File: src/rtl/inst_fetch_unit_if.sv
// IF/ID boundary bundle: fetched word, its PC, fault flags and the valid/ready handshake.
// The fetch unit is the master; decode is the slave.
interface inst_fetch_unit_if;
  logic [31:0] inst_o;
  logic [31:0] inst_pc_o;
  logic        inst_valid_o;
  logic        inst_ready_i;
  logic        inst_misalign_o;
  logic        inst_oob_o;

  modport master (
    output inst_o, inst_pc_o, inst_valid_o, inst_misalign_o, inst_oob_o,
    input  inst_ready_i
  );

  modport slave (
    input  inst_o, inst_pc_o, inst_valid_o, inst_misalign_o, inst_oob_o,
    output inst_ready_i
  );
endinterface

File: src/rtl/inst_fetch_unit.sv
// Fetch stage for a 1-cycle synchronous-read instruction BRAM: issues word addresses,
// tags returned words with their PC, handles backpressure/redirects and flags faulting fetches.
module inst_fetch_unit #(
  parameter logic [31:0] RESET_PC = 32'h0000_0000,
  parameter int          IMEM_AW  = 14,
  parameter logic [31:0] NOP_INST = 32'h0000_0013
) (
  input  logic                   clk,
  input  logic                   rst,
  input  logic                   fetch_en_i,
  input  logic                   redirect_i,
  input  logic [31:0]            redirect_pc_i,
  output logic [29:0]            iram_addr_o,
  input  logic [31:0]            iram_rdata_i,
  inst_fetch_unit_if.master      id_if,
  output logic [31:0]            fetch_cnt_o,
  output logic [31:0]            stall_cnt_o
);

  logic [31:0] pc_q, pc_d;
  logic        f1_valid_q, f1_valid_d;
  logic [31:0] f1_pc_q, f1_pc_d;
  logic [31:0] fetch_cnt_q, fetch_cnt_d;
  logic [31:0] stall_cnt_q, stall_cnt_d;

  logic hold;
  logic fire;
  logic valid_out;
  logic misalign;
  logic oob;

  assign hold      = f1_valid_q & ~id_if.inst_ready_i & ~redirect_i;
  assign valid_out = f1_valid_q & ~redirect_i;
  assign fire      = valid_out & id_if.inst_ready_i;
  assign misalign  = |f1_pc_q[1:0];
  assign oob       = |f1_pc_q[31:IMEM_AW];

  // Address mux feeds the BRAM's own input register, so the ready/redirect path stays combinational.
  always_comb begin
    iram_addr_o = pc_q[31:2];
    if (redirect_i) begin
      iram_addr_o = redirect_pc_i[31:2];
    end else if (hold) begin
      iram_addr_o = f1_pc_q[31:2];
    end
  end

  always_comb begin
    pc_d        = pc_q;
    f1_valid_d  = f1_valid_q;
    f1_pc_d     = f1_pc_q;
    fetch_cnt_d = fetch_cnt_q + (fire ? 32'd1 : 32'd0);
    stall_cnt_d = stall_cnt_q + ((valid_out & ~id_if.inst_ready_i) ? 32'd1 : 32'd0);
    if (redirect_i) begin
      f1_valid_d = fetch_en_i;
      f1_pc_d    = redirect_pc_i;
      pc_d       = redirect_pc_i + 32'd4;
    end else if (hold) begin
      // BRAM re-reads f1_pc, so the held word stays stable without a local copy.
      f1_valid_d = f1_valid_q;
    end else if (fetch_en_i) begin
      f1_valid_d = 1'b1;
      f1_pc_d    = pc_q;
      pc_d       = pc_q + 32'd4;
    end else begin
      f1_valid_d = 1'b0;
    end
  end

  always_ff @(posedge clk) begin
    if (rst) begin
      pc_q        <= RESET_PC;
      f1_valid_q  <= 1'b0;
      f1_pc_q     <= RESET_PC;
      fetch_cnt_q <= 32'd0;
      stall_cnt_q <= 32'd0;
    end else begin
      pc_q        <= pc_d;
      f1_valid_q  <= f1_valid_d;
      f1_pc_q     <= f1_pc_d;
      fetch_cnt_q <= fetch_cnt_d;
      stall_cnt_q <= stall_cnt_d;
    end
  end

  always_comb begin
    id_if.inst_valid_o    = valid_out;
    id_if.inst_pc_o       = f1_pc_q;
    id_if.inst_misalign_o = valid_out & misalign;
    id_if.inst_oob_o      = valid_out & oob;
    if (!f1_valid_q) begin
      id_if.inst_o = 32'd0;
    end else if (misalign | oob) begin
      id_if.inst_o = NOP_INST;
    end else begin
      id_if.inst_o = iram_rdata_i;
    end
  end

  assign fetch_cnt_o = fetch_cnt_q;
  assign stall_cnt_o = stall_cnt_q;

endmodule

File: src/flat_wrapper.sv
// flat-port wrapper written by rule: the top's interface ports become plain ports
module inst_fetch_unit_flat 
#(
  parameter logic [31:0] RESET_PC = 32'h0000_0000,
  parameter int          IMEM_AW  = 14,
  parameter logic [31:0] NOP_INST = 32'h0000_0013
)
  (clk, rst, fetch_en_i, redirect_i, redirect_pc_i, iram_addr_o, iram_rdata_i, fetch_cnt_o, stall_cnt_o, id_if_inst_o, id_if_inst_pc_o, id_if_inst_valid_o, id_if_inst_misalign_o, id_if_inst_oob_o, id_if_inst_ready_i);
  inst_fetch_unit_if id_if_i ();
  input  logic clk;
  input  logic rst;
  input  logic fetch_en_i;
  input  logic redirect_i;
  input  logic [31:0] redirect_pc_i;
  output logic [29:0] iram_addr_o;
  input  logic [31:0] iram_rdata_i;
  output logic [31:0] fetch_cnt_o;
  output logic [31:0] stall_cnt_o;
  output wire logic [$bits(id_if_i.inst_o)-1:0] id_if_inst_o;
  output wire logic [$bits(id_if_i.inst_pc_o)-1:0] id_if_inst_pc_o;
  output wire logic [$bits(id_if_i.inst_valid_o)-1:0] id_if_inst_valid_o;
  output wire logic [$bits(id_if_i.inst_misalign_o)-1:0] id_if_inst_misalign_o;
  output wire logic [$bits(id_if_i.inst_oob_o)-1:0] id_if_inst_oob_o;
  input wire logic [$bits(id_if_i.inst_ready_i)-1:0] id_if_inst_ready_i;
  assign id_if_inst_o = id_if_i.inst_o;
  assign id_if_inst_pc_o = id_if_i.inst_pc_o;
  assign id_if_inst_valid_o = id_if_i.inst_valid_o;
  assign id_if_inst_misalign_o = id_if_i.inst_misalign_o;
  assign id_if_inst_oob_o = id_if_i.inst_oob_o;
  assign id_if_i.inst_ready_i = id_if_inst_ready_i;
  inst_fetch_unit #(.RESET_PC(RESET_PC), .IMEM_AW(IMEM_AW), .NOP_INST(NOP_INST)) u_core (.clk(clk), .rst(rst), .fetch_en_i(fetch_en_i), .redirect_i(redirect_i), .redirect_pc_i(redirect_pc_i), .iram_addr_o(iram_addr_o), .iram_rdata_i(iram_rdata_i), .id_if(id_if_i), .fetch_cnt_o(fetch_cnt_o), .stall_cnt_o(stall_cnt_o));
endmodule
File: config.mk
export PLATFORM = sky130hd
export DESIGN_NAME = inst_fetch_unit_flat
export DESIGN_NICKNAME = d
export VERILOG_FILES = /design/src/rtl/inst_fetch_unit_if.sv /design/src/rtl/inst_fetch_unit.sv /design/src/flat_wrapper.sv
export SDC_FILE = /design/constraint.sdc
export NUM_CORES = 1
export LEC_CHECK = 0
export CAP_MARGIN = 20
export CORE_MARGIN = 2
export CORE_UTILIZATION = 50
export CTS_BUF_LIST = sky130_fd_sc_hd__clkbuf_8
export DETAILED_ROUTE_END_ITERATION = 7
export DONT_BUFFER_PORTS = 1
export GPL_ROUTABILITY_DRIVEN = 0
export PLACE_DENSITY = 0.67
export RECOVER_POWER = 100
export SLEW_MARGIN = 10
export SYNTH_ARGS = -nofsm -noshare
export SYNTH_HDL_FRONTEND = slang
export SYNTH_SLANG_ARGS = --single-unit
File: constraint.sdc
create_clock -name clk -period 4.5 [get_ports clk]
set_clock_uncertainty 0.05 [all_clocks]
set_input_delay 0.45 -clock clk [delete_from_list [all_inputs] [get_ports clk]]
set_output_delay 0.45 -clock clk [all_outputs]
set_load 0.03 [all_outputs]
**Word-level counts from Yosys, hierarchy flattened**

Index checks and enable logic that the tools add are counted.

- Register bits: 129
- Latch bits: 0
- Bits in writable memories: 0
- ROM bits: 0
- Input bits: 69
- Output and inout bits: 161
- Logic and storage cells: 39
- Memories kept: 0

- Add/subtract/negate cells: 4
- Multiply operators: 0
- Div/mod/pow operators: 0
- Magnitude comparators: 0
- Equal/unequal tests: 1
- Shifts and indexed selects: 0
- Mux-type cells: 15
- Bitwise logic cells: 10
- Reduce and logical (&&, ||, !) cells: 4

Operator list:

| operator | count |
|---|---|
| $mux 32 | 8 |
| $add 32x3->32 const B | 2 |
| $add 32x32->32 | 2 |
| $mux 30 | 2 |
| $reduce_or 18->1 | 1 |
| $and 1x1->1 | 7 |
| $mux 1 | 5 |
| $ne 2x2->1 const B | 1 |
| $not 1->1 | 2 |
| $reduce_and 2->1 | 1 |
| $reduce_bool 2->1 | 1 |
| $reduce_or 2->1 | 1 |
| $or 1x1->1 | 1 |

**Depth between registers and ports, before layout**

- Word-level depth: 5
- Gate-level depth with buffers: 14
- Mapped depth without buffers: 10

**Least setup slack after synthesis**

No wires, ideal clock.

- Path type: input to register
- Start: input port redirect_i
- End: register u_core.pc_q[14]
- Library setup time: 91 ps
- Data arrival time: 3224 ps
- Required time: 4359 ps
- Slack: 1135 ps
- Stages on the path: 12
- Path buffers: 5
- Path through: buf_6 clkbuf_1 clkbuf_1 buf_1 mux2_2 ha_1 inv_1 a211oi_1 clkbuf_1 nand4_1 or3_1 a311oi_1

- Word-level cells in the longest chain between the ends: 4
- Elaborated cells on any way between the ends: 6
- Those cells by class: 1 x eq/ne; 1 x mux; 2 x bitwise; 2 x reduce/logical

Ends and longest elaborated chain:

| what | line | RTL |
|---|---|---|
| from (decl) | flat_wrapper.sv:13 | `input logic redirect_i;` |
| $not 1->1 | inst_fetch_unit.sv:32 | `assign hold = f1_valid_q & ~id_if.inst_ready_i & ~redirect_i;` |
| $and 1x1->1 | inst_fetch_unit.sv:32 |  |
| $ne 2x2->1 (no source line) | -- |  |
| $reduce_and 2->1 (no source line) | -- |  |
| to (signal assigned) | inst_fetch_unit.sv:78 | `pc_q <= pc_d;` |
| to (decl) | inst_fetch_unit.sv:20 | `logic [31:0] pc_q, pc_d;` |

Parallel ways exist; a longest one is shown, timed or not.
A chain may end at the register's enable or synchronous reset.

**Final worst setup path**

- Start: register u_core.f1_valid_q
- End: output port iram_addr_o[15]

- Word-level cells in the longest chain between the ends: 4

Ends and longest elaborated chain:

| what | line | RTL |
|---|---|---|
| from (decl) | inst_fetch_unit.sv:21 | `logic f1_valid_q, f1_valid_d;` |
| from (signal assigned) | inst_fetch_unit.sv:79 | `f1_valid_q <= f1_valid_d;` |
| $and 1x1->1 (2 in a row) | inst_fetch_unit.sv:32 |  |
| $mux 30 | inst_fetch_unit.sv:43 | `end else if (hold) begin` |
| $mux 30 | inst_fetch_unit.sv:41 | `if (redirect_i) begin` |
| to (decl) | flat_wrapper.sv:15 | `output logic [29:0] iram_addr_o;` |

No other way between the ends.

==> results.py <==
metrics = {
    "final_layout": {
        "drive_above_1_share_pct": 5.07,
        "fillers": 1431,
        "antenna_cells": 0,
        "multi_input_area_sq_um": 4430,
        "utilization_pct": 53.8,
        "final-seq-area_sq_um": 2580,
        "nets": 1008,
        "syn2layout_area_growth_pct": 6.35,
    },
    "sta": {
        "period_needed_ns": 3.69,
        "tightest_slew_ns": 1.75,
        "slew_headroom_pct": -16.5,
        "fmax_mhz": 271,
        "fin_tns_setup_ns": 0,
        "finalHoldViolations": 0,
        "finalSetupViolations": 0,
        "rsz0062_at_grt": "no",
        "final-max-slew-violation-count": 69,
        "period_share_pct": 82.1,
    },
    "yosys": {
        "synth-async-reset-ratio_pct": 0,
        "ys_warn_count": 0,
        "syn-num-nets": 1039,
        "synth_compound_area_share_pct": 13.4,
        "syn-cell-area_sq_um": 7270,
        "synthMuxAreaShare_pct": 3.01,
        "yosys-top-cells-area": "dfxtp_1 36%, nand2_1 8.5%, nor2_1 6.9%",
        "synth_fa_ha_area_share_pct": 1.03,
        "ys_seq_area_share_pct": 35.5,
        "syn_inst": 964,
        "avgSynthCellArea_sq_um": 7.54,
        "synth_edf_count": 0,
        "yosys.area.top_type": "dfxtp_1",
        "synth_top_family_by_area": "simple AND/OR/NAND/NOR gates",
        "ys.flop_type": "dfxtp_1",
        "yosysUniqueCellTypes": 52,
        "synth-simple-area-share_pct": 33.1,
        "yosys.area.top_type_share_pct": 35.5,
        "synth-seq-cells": 129,
        "synthXorXnorAreaFrac_pct": 10.5,
    },
    "setup_path": {
        "crit_path_end_kind": "primary output",
        "crit_slowest_cell": "nor2_1",
        "worstPathMaxFanout": 19,
        "worstPathRequired_ns": 4.00,
        "slowest_delay_ns": 0.99,
        "cp-start-kind": "flop",
        "arrival_ns": 3.19,
        "crit_type": "flop to primary output",
        "cp_cell_sequence": "nand2_1 > nor2_1 > buf_4 > nor2_2 > buf_4 > a22oi_1 > nand2_1",
    },
    "grt": {
        "use_met2_pct": 38.2,
        "grt_use_met1_pct": 32.5,
        "antenna_found_initial": 0,
        "grt_pass1_wl_um": 31300,
        "grt_max_degree": 157,
        "busiest_layer": "met2",
        "grt_overflow": 0,
        "grt.total_usage_pct": 24.5,
        "grt_pass1_vias": 5887,
        "use_met3_pct": 7.17,
    },
    "floorplan": {
        "io_pins": 230,
        "die_w_um": 125,
        "core_area_sq_um": 14400,
        "die_h_um": 125,
        "die-area_sq_um": 15500,
        "start_util_pct": 50.6,
        "rows": 44,
    },
    "clocking": {
        "clkSlewWorstSetupHoldPaths_ns": 0.07,
        "cts_sinks": 129,
        "cts_resized": 0,
        "h-tree-depth": 4,
        "post_cts_buffers": 0,
        "cts_tree": "built",
        "cts.path.max_buffers": 2,
        "cts_made_buffers": 17,
        "cts-root-buf": "clkbuf_8",
        "clk_latency_ns": 0.44,
    },
    "drt": {
        "post_drt_wl_per_cell_um": 17.7,
        "antenna_left": 0,
        "drcViolationCount": 0,
        "first_iter_violations": 478,
        "firstDrtPassIters": 5,
        "wl_um": 20000,
        "viasPerCell": 5.89,
        "vias": 6651,
    },
    "placed_design": {
        "dp_hpwl_um": 13300,
        "io_buffers": 0,
    },
    "power": {
        "peakVddDrop_uv": 153,
        "power.density_nw_per_um2": 333,
        "leakagePower_uw": 0.00274,
    },
    "run": {
        "maxCapViolCount": 2,
    },
    "status": {
        "status": "finished, violations left",
        "violations": "max-capacitance violations, max-slew violations",
    },
    "hold_path": {
        "hp-class": "primary input to flop",
    },
}
sequential cells by signal, summed over array words and instances, names as in the netlist:
signal,count
u_core.fetch_cnt_o,32
u_core.id_if.inst_pc_o,32
u_core.pc_q,32
u_core.stall_cnt_o,32
u_core.f1_valid_q,1
path summary, 6_finish.rpt:
| check | startpoint | end | slack [ns] | depth (start not counted) |
|---|---|---|---|---|
| worst max-delay path | u_core.f1_valid_q | iram_addr_o[15] | 0.81 | 7 |
| worst min-delay path | redirect_pc_i[2] | u_core.pc_q[2] | 0.05 | 1 |
| worst max register to register | u_core.f1_valid_q | u_core.stall_cnt_o[31] | 1.02 | 8 |
| worst min register to register | u_core.pc_q[1] | u_core.pc_q[1] | 0.44 | 2 |
Yosys cell counts, types with 2 or more instances:
master    number
xnor2_1       41
nor2_1       133
xor2_1        46
nand4_1       30
ha_1           6
o21ai_0       20
a22oi_1       33
buf_1         12
a31o_2         3
inv_1          6
nand3b_1       8
nor3_1        14
or4_1          3
nor4_1         8
and2_1        30
dfxtp_1      129
clkbuf_1      43
a22o_1         3
buf_2          2
mux2_2         7
a211oi_1      24
nand4b_1       6
nor2b_1        8
mux2i_1       14
a21oi_1       56
and3_1         9
and4_1        12
nand2_1      165
nor3b_1        6
or3_1         12
nand3_1       54
layout by cell type (no fill, tap or decap), types with 21 or more instances in the layout:
cell type	n
a211oi_1	24
a21oi_1	56
a22oi_1	33
and2_0	29
dfxtp_1	129
nand2_1	166
nand3_1	54
nand4_1	30
nor2_1	132
o21ai_0	21
xnor2_1	41
xor2_1	46
stage by stage:
stage          total power, uW  setup WS [ns]  hold slack (ns)  instance area [sq um]  cells
6_report                  2580          0.806           0.0534                   7730   1130
5_1_grt                   2680          0.503          0.00437                   7730   1130
4_1_cts                   2600           1.16         0.000159                   7760   1130
3_5_place_dp              1570           1.47            0.427                   7340   1097
3_3_place_gp              1560           1.53            0.423                   7340   1097
2_1_floorplan             1540           1.13            0.408                   7270    964
timing repair:
item / CTS / global route
setup endpoints to repair: 0 / 0
hold endpoints to repair: 2 / 0
hold buffers: 1 / 0
worst max-delay path: cells and delay by family (launching register included):
family	cells	cell delay, ns
and+or+nand+nor	4	1.53
buffers and inverters	2	0.71
DFF	1	0.35
AOI/OAI and AO/OA	1	0.16
cell families after synthesis:
logic type | Yosys count
buffers and inverters | 64
muxes | 21
xor gates and xnor gates | 87
adders and majority gates | 6
and+or+nand+nor | 504
AOI/OAI and AO/OA | 153
DFF | 129
final cells by class:
cell class / instances / area share, %
inverters: 6 / 0.291
clock buffers: 18 / 3.20
flip-flops and latches: 129 / 33.4
multi-input cells: 771 / 57.3
repair buffers: 8 / 0.664
clock inverters: 14 / 2.15
well taps: 184 / 2.98
report_power, final:
| group | internal [uW] | switching (uW) | total (uW) | leakage [uW] |
|---|---|---|---|---|
| clock | 559 | 478 | 1040 | 0.000194 |
| combinational | 89.2 | 171 | 260 | 0.00150 |
| sequential | 1180 | 96.4 | 1280 | 0.00105 |
metal layers:
layer  up-vias  share of wire (%)  wire (um)
met5         -                  0          0
met4         0                1.7        336
met2       211                 45       9030
met3        21                7.2       1430
met1      3122                 46       9150
li1       3297                  -          -
Power figures use the tool's default switching activity.
